<file path="src/rtl/ttl_nand_share_ctrl.sv">
// ttl_nand_share_ctrl: round-robin time-sharing of one external NAND gate among REQUESTERS clients
// Ports: Clk/Clear (sync active-high reset); Req per-client level request; A_2D packed operands;
// Gate_Y shared gate output; Gate_A registered gate inputs; Grant one-hot owner; Done one-cycle
// completion pulse; Result per-client captured Gate_Y; Busy high while settling.
module ttl_nand_share_ctrl #(
  parameter int REQUESTERS    = 4,
  parameter int WIDTH_IN      = 3,
  parameter int SETTLE_CYCLES = 2,
  parameter int DELAY_RISE    = 0,
  parameter int DELAY_FALL    = 0
) (
  input  logic                           Clk,
  input  logic                           Clear,
  input  logic [REQUESTERS-1:0]          Req,
  input  logic [REQUESTERS*WIDTH_IN-1:0] A_2D,
  input  logic                           Gate_Y,
  output logic [WIDTH_IN-1:0]            Gate_A,
  output logic [REQUESTERS-1:0]          Grant,
  output logic [REQUESTERS-1:0]          Done,
  output logic [REQUESTERS-1:0]          Result,
  output logic                           Busy
);
  localparam int IW = REQUESTERS > 1 ? $clog2(REQUESTERS) : 1;
  localparam int CW = $clog2(SETTLE_CYCLES + 1);
  typedef enum logic {S_IDLE, S_SETTLE} state_t;
  // Output delays only exist in the behavioural gate model; synthesized outputs are plain registers.
  if (DELAY_RISE < 0 || DELAY_FALL < 0) begin : g_neg_delay
  end
  state_t                r_state, w_next;
  logic [IW-1:0]         r_ptr, r_w, w_win;
  logic [CW-1:0]         r_cnt;
  logic [WIDTH_IN-1:0]   r_gate_a;
  logic [REQUESTERS-1:0] r_grant, r_done, r_result, w_elig;
  logic                  r_busy, w_fire, w_finish;
  // A client finishing this cycle cannot re-win on its still-asserted Req.
  assign w_elig   = Req & ~r_done;
  assign w_fire   = r_state == S_IDLE && |w_elig;
  assign w_finish = r_state == S_SETTLE && r_cnt == '0;
  // Descending scan so the smallest offset from the pointer is the last (winning) assignment.
  always_comb begin
    w_win = '0;
    for (int k = REQUESTERS - 1; k >= 0; k--)
      if (w_elig[(int'(r_ptr) + k) % REQUESTERS]) w_win = IW'((int'(r_ptr) + k) % REQUESTERS);
  end
  always_comb w_next = r_state == S_IDLE ? (w_fire ? S_SETTLE : S_IDLE) : (w_finish ? S_IDLE : S_SETTLE);
  always_ff @(posedge Clk)
    if (Clear) r_state <= S_IDLE;
    else r_state <= w_next;
  always_ff @(posedge Clk) begin
    if (Clear) begin
      r_ptr    <= '0;
      r_w      <= '0;
      r_cnt    <= '0;
      r_gate_a <= '0;
      r_grant  <= '0;
      r_done   <= '0;
      r_result <= '0;
      r_busy   <= 1'b0;
    end else begin
      r_done <= '0;
      if (w_fire) begin
        r_gate_a <= A_2D[w_win*WIDTH_IN +: WIDTH_IN];
        r_grant  <= REQUESTERS'(1) << w_win;
        r_w      <= w_win;
        r_busy   <= 1'b1;
        r_cnt    <= CW'(SETTLE_CYCLES - 1);
      end else if (r_state == S_SETTLE) begin
        if (r_cnt != '0) r_cnt <= r_cnt - 1'b1;
        else begin
          r_result[r_w] <= Gate_Y;
          r_done        <= REQUESTERS'(1) << r_w;
          r_grant       <= '0;
          r_busy        <= 1'b0;
          r_ptr         <= r_w == IW'(REQUESTERS - 1) ? '0 : r_w + 1'b1;
        end
      end
    end
  end
  assign Gate_A = r_gate_a;
  assign Grant  = r_grant;
  assign Done   = r_done;
  assign Result = r_result;
  assign Busy   = r_busy;
endmodule

</file>
<file path="config.mk">
export PLATFORM = sky130hd
export DESIGN_NAME = ttl_nand_share_ctrl
export DESIGN_NICKNAME = d
export VERILOG_FILES = /design/src/rtl/ttl_nand_share_ctrl.sv
export SDC_FILE = /design/constraint.sdc
export NUM_CORES = 1
export LEC_CHECK = 0
export CAP_MARGIN = 10
export CORE_MARGIN = 1.5
export CORE_UTILIZATION = 37
export DETAILED_ROUTE_END_ITERATION = 12
export GPL_TIMING_DRIVEN = 0
export PLACE_DENSITY = 0.79
export SETUP_SLACK_MARGIN = 0.3
export SYNTH_ARGS = -nofsm -noshare
export SYNTH_HDL_FRONTEND = slang
export SYNTH_SLANG_ARGS = --single-unit
</file>
<file path="constraint.sdc">
create_clock -name Clk -period 1.32 [get_ports Clk]
set_input_delay 0.132 -clock Clk [delete_from_list [all_inputs] [get_ports Clk]]
set_output_delay 0.132 -clock Clk [all_outputs]
set_load 0.03 [all_outputs]
</file>
# After elaboration in Yosys (flattened, before gate mapping)
# Index checks and enable logic that the tools add are counted.
[word_totals] elab_cells=83 ff_bits=23
[op_classes] mux=31 n_eq_ne=2 addsub=5 magnitude_cmp=6 n_reduce_logical=17 shifts=3 bitwise=8 multipliers=1
[ops] op="1-bit 2-to-1 mux" count=17
[ops] op="3-bit by 4-bit less-than comparator with 1-bit output, second input constant" count=3
[ops] op="4-bit 2-to-1 mux" count=3
[ops] op="12-bit by 5-bit variable part select with 3-bit output" count=1
[ops] op="2-bit 2-to-1 mux" count=5
[ops] op="1-bit binary-select mux with 2-bit select" count=4
[ops] op="2-bit OR reduction" count=4
[ops] op="4-bit OR reduction" count=2
[ops] op="1-bit by 2-bit left shift with 4-bit output, first input constant" count=2
[ops] op="2-bit by 3-bit less-than comparator with 1-bit output, second input constant" count=2
[ops] op="2-bit AND reduction" count=3
[ops] op="2-bit nonzero test" count=3
[ops] op="2-bit by 1-bit adder with 2-bit output, second input constant" count=2
[ops] op="2-bit adder, second input constant" count=2
[ops] op="4-bit AND" count=1
[ops] op="4-bit bitwise mux" count=1
[ops] op="2-bit by 2-bit multiplier with 4-bit output, second input constant" count=1
[ops] op="4-bit NOT" count=1
[ops] op="1-bit AND, first input constant" count=3
[ops] op="1-bit logical AND" count=3
[ops] op="1-bit NOT" count=3
[ops] op="3-bit AND reduction" count=1
[ops] op="1-bit demux with 2-bit select" count=1
[ops] op="2-bit == test, second input constant" count=1
[ops] op="other kinds (4)" count=4

# Longest topological paths before layout
[depth] word_depth=12 mapped_depth=7 depth_no_buf=6

# Worst setup path after synthesis
# OpenSTA, ideal clock, no wires.
[synth_timing] path_kind="register to register" startpoint="reg r_done[1] (netlist: Done[1])" endpoint="reg r_gate_a[1] (netlist: Gate_A[1])" arrival_time_ps=1528 required_ps=1194 setup_ps=126 stages_incl_launch_ff=7 path_slack_ps=-335 n_path_buf=1 path_cell_list="dfxtp_1 -> nor2b_4 -> a311oi_2 -> a2bb2oi_2 -> buf_6 -> mux2i_1 -> o221ai_2"
[synth_between] elab_chain_cells=11 word_cells_on_any_way=21 classes_between="1 x mul; 1 x shift; 15 x mux; 2 x bitwise; 2 x reduce/logical"
[synth_lines] item="start, declared" line_no="33" rtl="logic [REQUESTERS-1:0] r_grant, r_done, r_result, w_elig;"
[synth_lines] item="start signal, assigned" line_no="71" rtl="r_done <= REQUESTERS'(1) << r_w;"
[synth_lines] item="4-bit NOT (*)" line_no="36" rtl="assign w_elig = Req & ~r_done;"
[synth_lines] item="4-bit AND (*)" line_no="36"
[synth_lines] item="1-bit binary-select mux with 2-bit select" line_no="43" rtl="if (w_elig[(int'(r_ptr) + k) % REQUESTERS]) w_win = IW'((int'(r_ptr) + k) % REQUESTERS);"
[synth_lines] item="1-bit 2-to-1 mux (implied by the code) (2 in series)" line_no="43"
[synth_lines] item="2-bit 2-to-1 mux (4 in series)" line_no="43"
[synth_lines] item="2-bit by 2-bit multiplier with 4-bit output" line_no="62" rtl="r_gate_a <= A_2D[w_win*WIDTH_IN +: WIDTH_IN];"
[synth_lines] item="12-bit by 5-bit variable part select with 3-bit output" line_no="62"
[synth_lines] item="end signal, assigned" line_no="62"
[synth_lines] item="end, declared" line_no="32" rtl="logic [WIDTH_IN-1:0] r_gate_a;"
# Every way passes the cells marked *; elsewhere a longest branch is shown, timed or not. The select of a mux whose other input is x is not followed.
# A chain may end at the register's enable or synchronous reset.

# Final worst setup path
[layout_timing] startpoint="reg r_done[2] (netlist: Done[2])" endpoint="reg r_gate_a[2] (netlist: Gate_A[2])"
# Same word-level chain as after synthesis.

==> results.md <==
- Status: finished with violations
- Failing checks: negative setup slack
- Rel. slew slack: 78.1%
- Leading cell types by count after synthesis: dfxtp_1 (23), nand2_1 (17), a21oi_1 (14)
- Clock Skew: 2.14 ps
- Max Cap Viol: 0
- Max VDD drop: 0.000538 V
- Final Power: 1.76 mW
- Capture point of the worst path: Gate_A[2]
- R2r endpoint: Gate_A[2]
- Clock sinks: 23
- Final nets: 199
- Slew @ Worst Pin: 329 ps
- DRC viols: 0
- Worst-Skew Late Latency: 310 ps
- Top Ports: 35
- Most common cell in the netlist: dfxtp_1
- Setup TNS: -1720 ps
- Initial drt markers: 28
- Ys flop type: dfxtp_1
- Critical Path Start Type: register
- Cell variety after synth: 32
- Synth area leader: dfxtp_1
- Cells after Synth: 127
- DR pass1 iterations: 6
- Setup slack after layout: -266 ps
- Core Area: 2810 µm²
- Total GRT Usage: 19.0%
- FP Rows: 19
- Reg clk slew, reported paths: 120 ps
- Final ANT Viol Nets: 0
- Longest Clk Path Bufs: 2
- Vias in the first global route: 1133
- Die area: 3360 µm²
- RSZ-0062 raised after global routing: yes
- Tmin final: 1590 ps
- Starting Density: 39.9%
- Critical Path End Type: register
- Diode count: 0
- Cell Area, Synth: 1120 µm²
- # port buffers: 34
- Pwr dens: 944 nW/µm²
- YS warnings: 0
- Crit path kind: register to register
- Detailed Route WL: 3240 µm
- CTS root buf: clkbuf_4
- Flop2flop setup slack: -270 ps
- Flip-flop and latch count after synthesis: 23
- EDFF count, synth: 0
- Antenna violations before repair: 0
- Area Growth Syn to Fin: 67.1%
- GRT overflow: 0
- WP data arrival: 1780 ps
- Post-route non-filler standard cell count: 205
- Mapped Nets: 151
- Die width: 58.0 µm
- Area contributors post-synth: dfxtp_1 (41%), a21oi_1 (6.3%), nand2_1 (5.7%)
- Post-synth ARST share: 0%
- Worst r2r src: Done[2]
- RD Place Congestion: 0.756
- Hold crit path type: register to register
- Slew Viols, Final: 0
- Htree depth: 1
- Dpl cells: 192
- Routed vias/inst: 5.55
- Sequential share of the synthesized area: 41.2%
- Tcrit/Tclk final: 120%
- Pin count of the biggest net entering global routing: 14
- Fmax: 0.631 GHz
- Synthesized area per cell: 8.81 µm²
- CP startpoint: Done[2]
- Lkg Pwr: 0.714 nW
- Layout cell share with drive strength beyond 1: 49.4%
- Num CTS Buffers: 3
- Critical path fanouts, max: 7
- First-pass GRT wire length: 4930 µm
- Reg2reg path depth: 6
- HPWL after DPL: 2070 µm
- Post-synth top area share: 41.2%
- Vias: 1137
- CTS tree: built
- Final number of hold-violating endpoints: 0
- Final setup violation count: 9
- Post-DR wirelength/cell: 15.8 µm
- Worst path required time: 1520 ps
- Die extent in y: 58.0 µm
[cells by family after synthesis]
group                      count (synthesis)  share of synthesized area [%]
AOI/OAI and AO/OA                         27                           17.3
xor gates and xnor gates                   1                          0.783
adders and majority gates                  5                           5.59
buffers and inverters                     12                           4.81
DFF                                       23                           41.2
muxes                                      6                           5.37
and+or+nand+nor                           53                           24.9
[what timing repair did]
action | in CTS | in global routing
pin swaps | 6 | 14
setup buffers | 5 | 1
endpoints found under the hold margin | 0 | 0
setup endpoints to repair | 39 | 32
hold buffers | 0 | 0
resized for setup | 106 | 43
gates cloned | 3 | 0
[report_power, final]
part / internal (mW) / total (mW) / switching, mW
registers: 0.742 / 0.795 / 0.0524
clock network: 0.113 / 0.323 / 0.210
logic: 0.312 / 0.646 / 0.334
total: 1.17 / 1.76 / 0.596
[how the worst min path moves through the flow]
stage,endpoint,cells after the start,startpoint,slack [ps]
5_1_grt,Result[2],2,Result[2],510
2_1_floorplan,r_cnt[1],1,Clear,220
6_report,Result[3],2,Result[3],480
3_5_place_dp,Result[3],2,Result[3],450
3_3_place_gp,Result[0],2,Result[0],440
4_1_cts,Result[3],2,Result[3],460
[critical path, cell delays in order (launching register included)]
cell and delay [ps]:
dfxtp_4 360, nand2b_4 160, a311oi_2 210, a2bb2oi_2 220, buf_6 170, mux2i_1 210
o221ai_1 130
[state kept, by name, summed over array words and instances (netlist names), 2 cells and up]
name / cells
r_cnt: 2
r_ptr: 2
Gate_A: 3
Done: 4
Result: 4
Grant: 4
r_w: 2
[area by class of cell]
| cell class | count | area [µm²] |
|---|---|---|
| plain buffers | 6 | 62.6 |
| clock buffers | 3 | 22.5 |
| clock inverters | 1 | 5.00 |
| fillers | 210 | 936 |
| inverters | 6 | 22.5 |
| multi-input cells | 92 | 830 |
| flip-flops and latches | 23 | 488 |
| well taps | 31 | 38.8 |
| repair buffers | 43 | 400 |
[placed cells by master, fill, tap and decap left out, types with 2 or more instances in the layout]
master           count
clkdlybuf4s50_1     18
dfxtp_1             11
clkbuf_4            10
nand2_1              9
buf_4                8
dfxtp_2              7
nand3_1              7
a21oi_1              7
a21oi_2              7
mux2i_1              6
nor2_1               6
dfxtp_4              5
buf_6                5
nand3b_1             5
nand2_2              5
inv_1                4
buf_8                4
ha_1                 4
nand2_4              3
buf_2                3
inv_2                2
nor2_4               2
clkbuf_2             2
nor2b_4              2
nand2b_4             2
nand2b_1             2
o21ai_1              2
o221ai_4             2
o221ai_1             2
nand3_2              2
[routing by layer]
layer	track usage [%]	vias up	wire length, µm
met5	0	-	0
met4	7.31	0	53
met3	3.35	6	163
met2	33.8	43	1690
met1	22.7	546	1330
li1	-	542	-
[stage by stage]
step | utilization (%) | worst slack, ps | cell area (µm²) | hold slack [ps]
2_1_floorplan | - | -175 | 1200 | 215
3_3_place_gp | 56.3 | -453 | 1580 | 440
4_1_cts | 61.6 | -252 | 1730 | 463
3_5_place_dp | 56.3 | -503 | 1580 | 447
6_report | 66.6 | -266 | 1870 | 477
5_1_grt | 66.6 | -341 | 1870 | 508
Power figures use the tool's default switching activity.
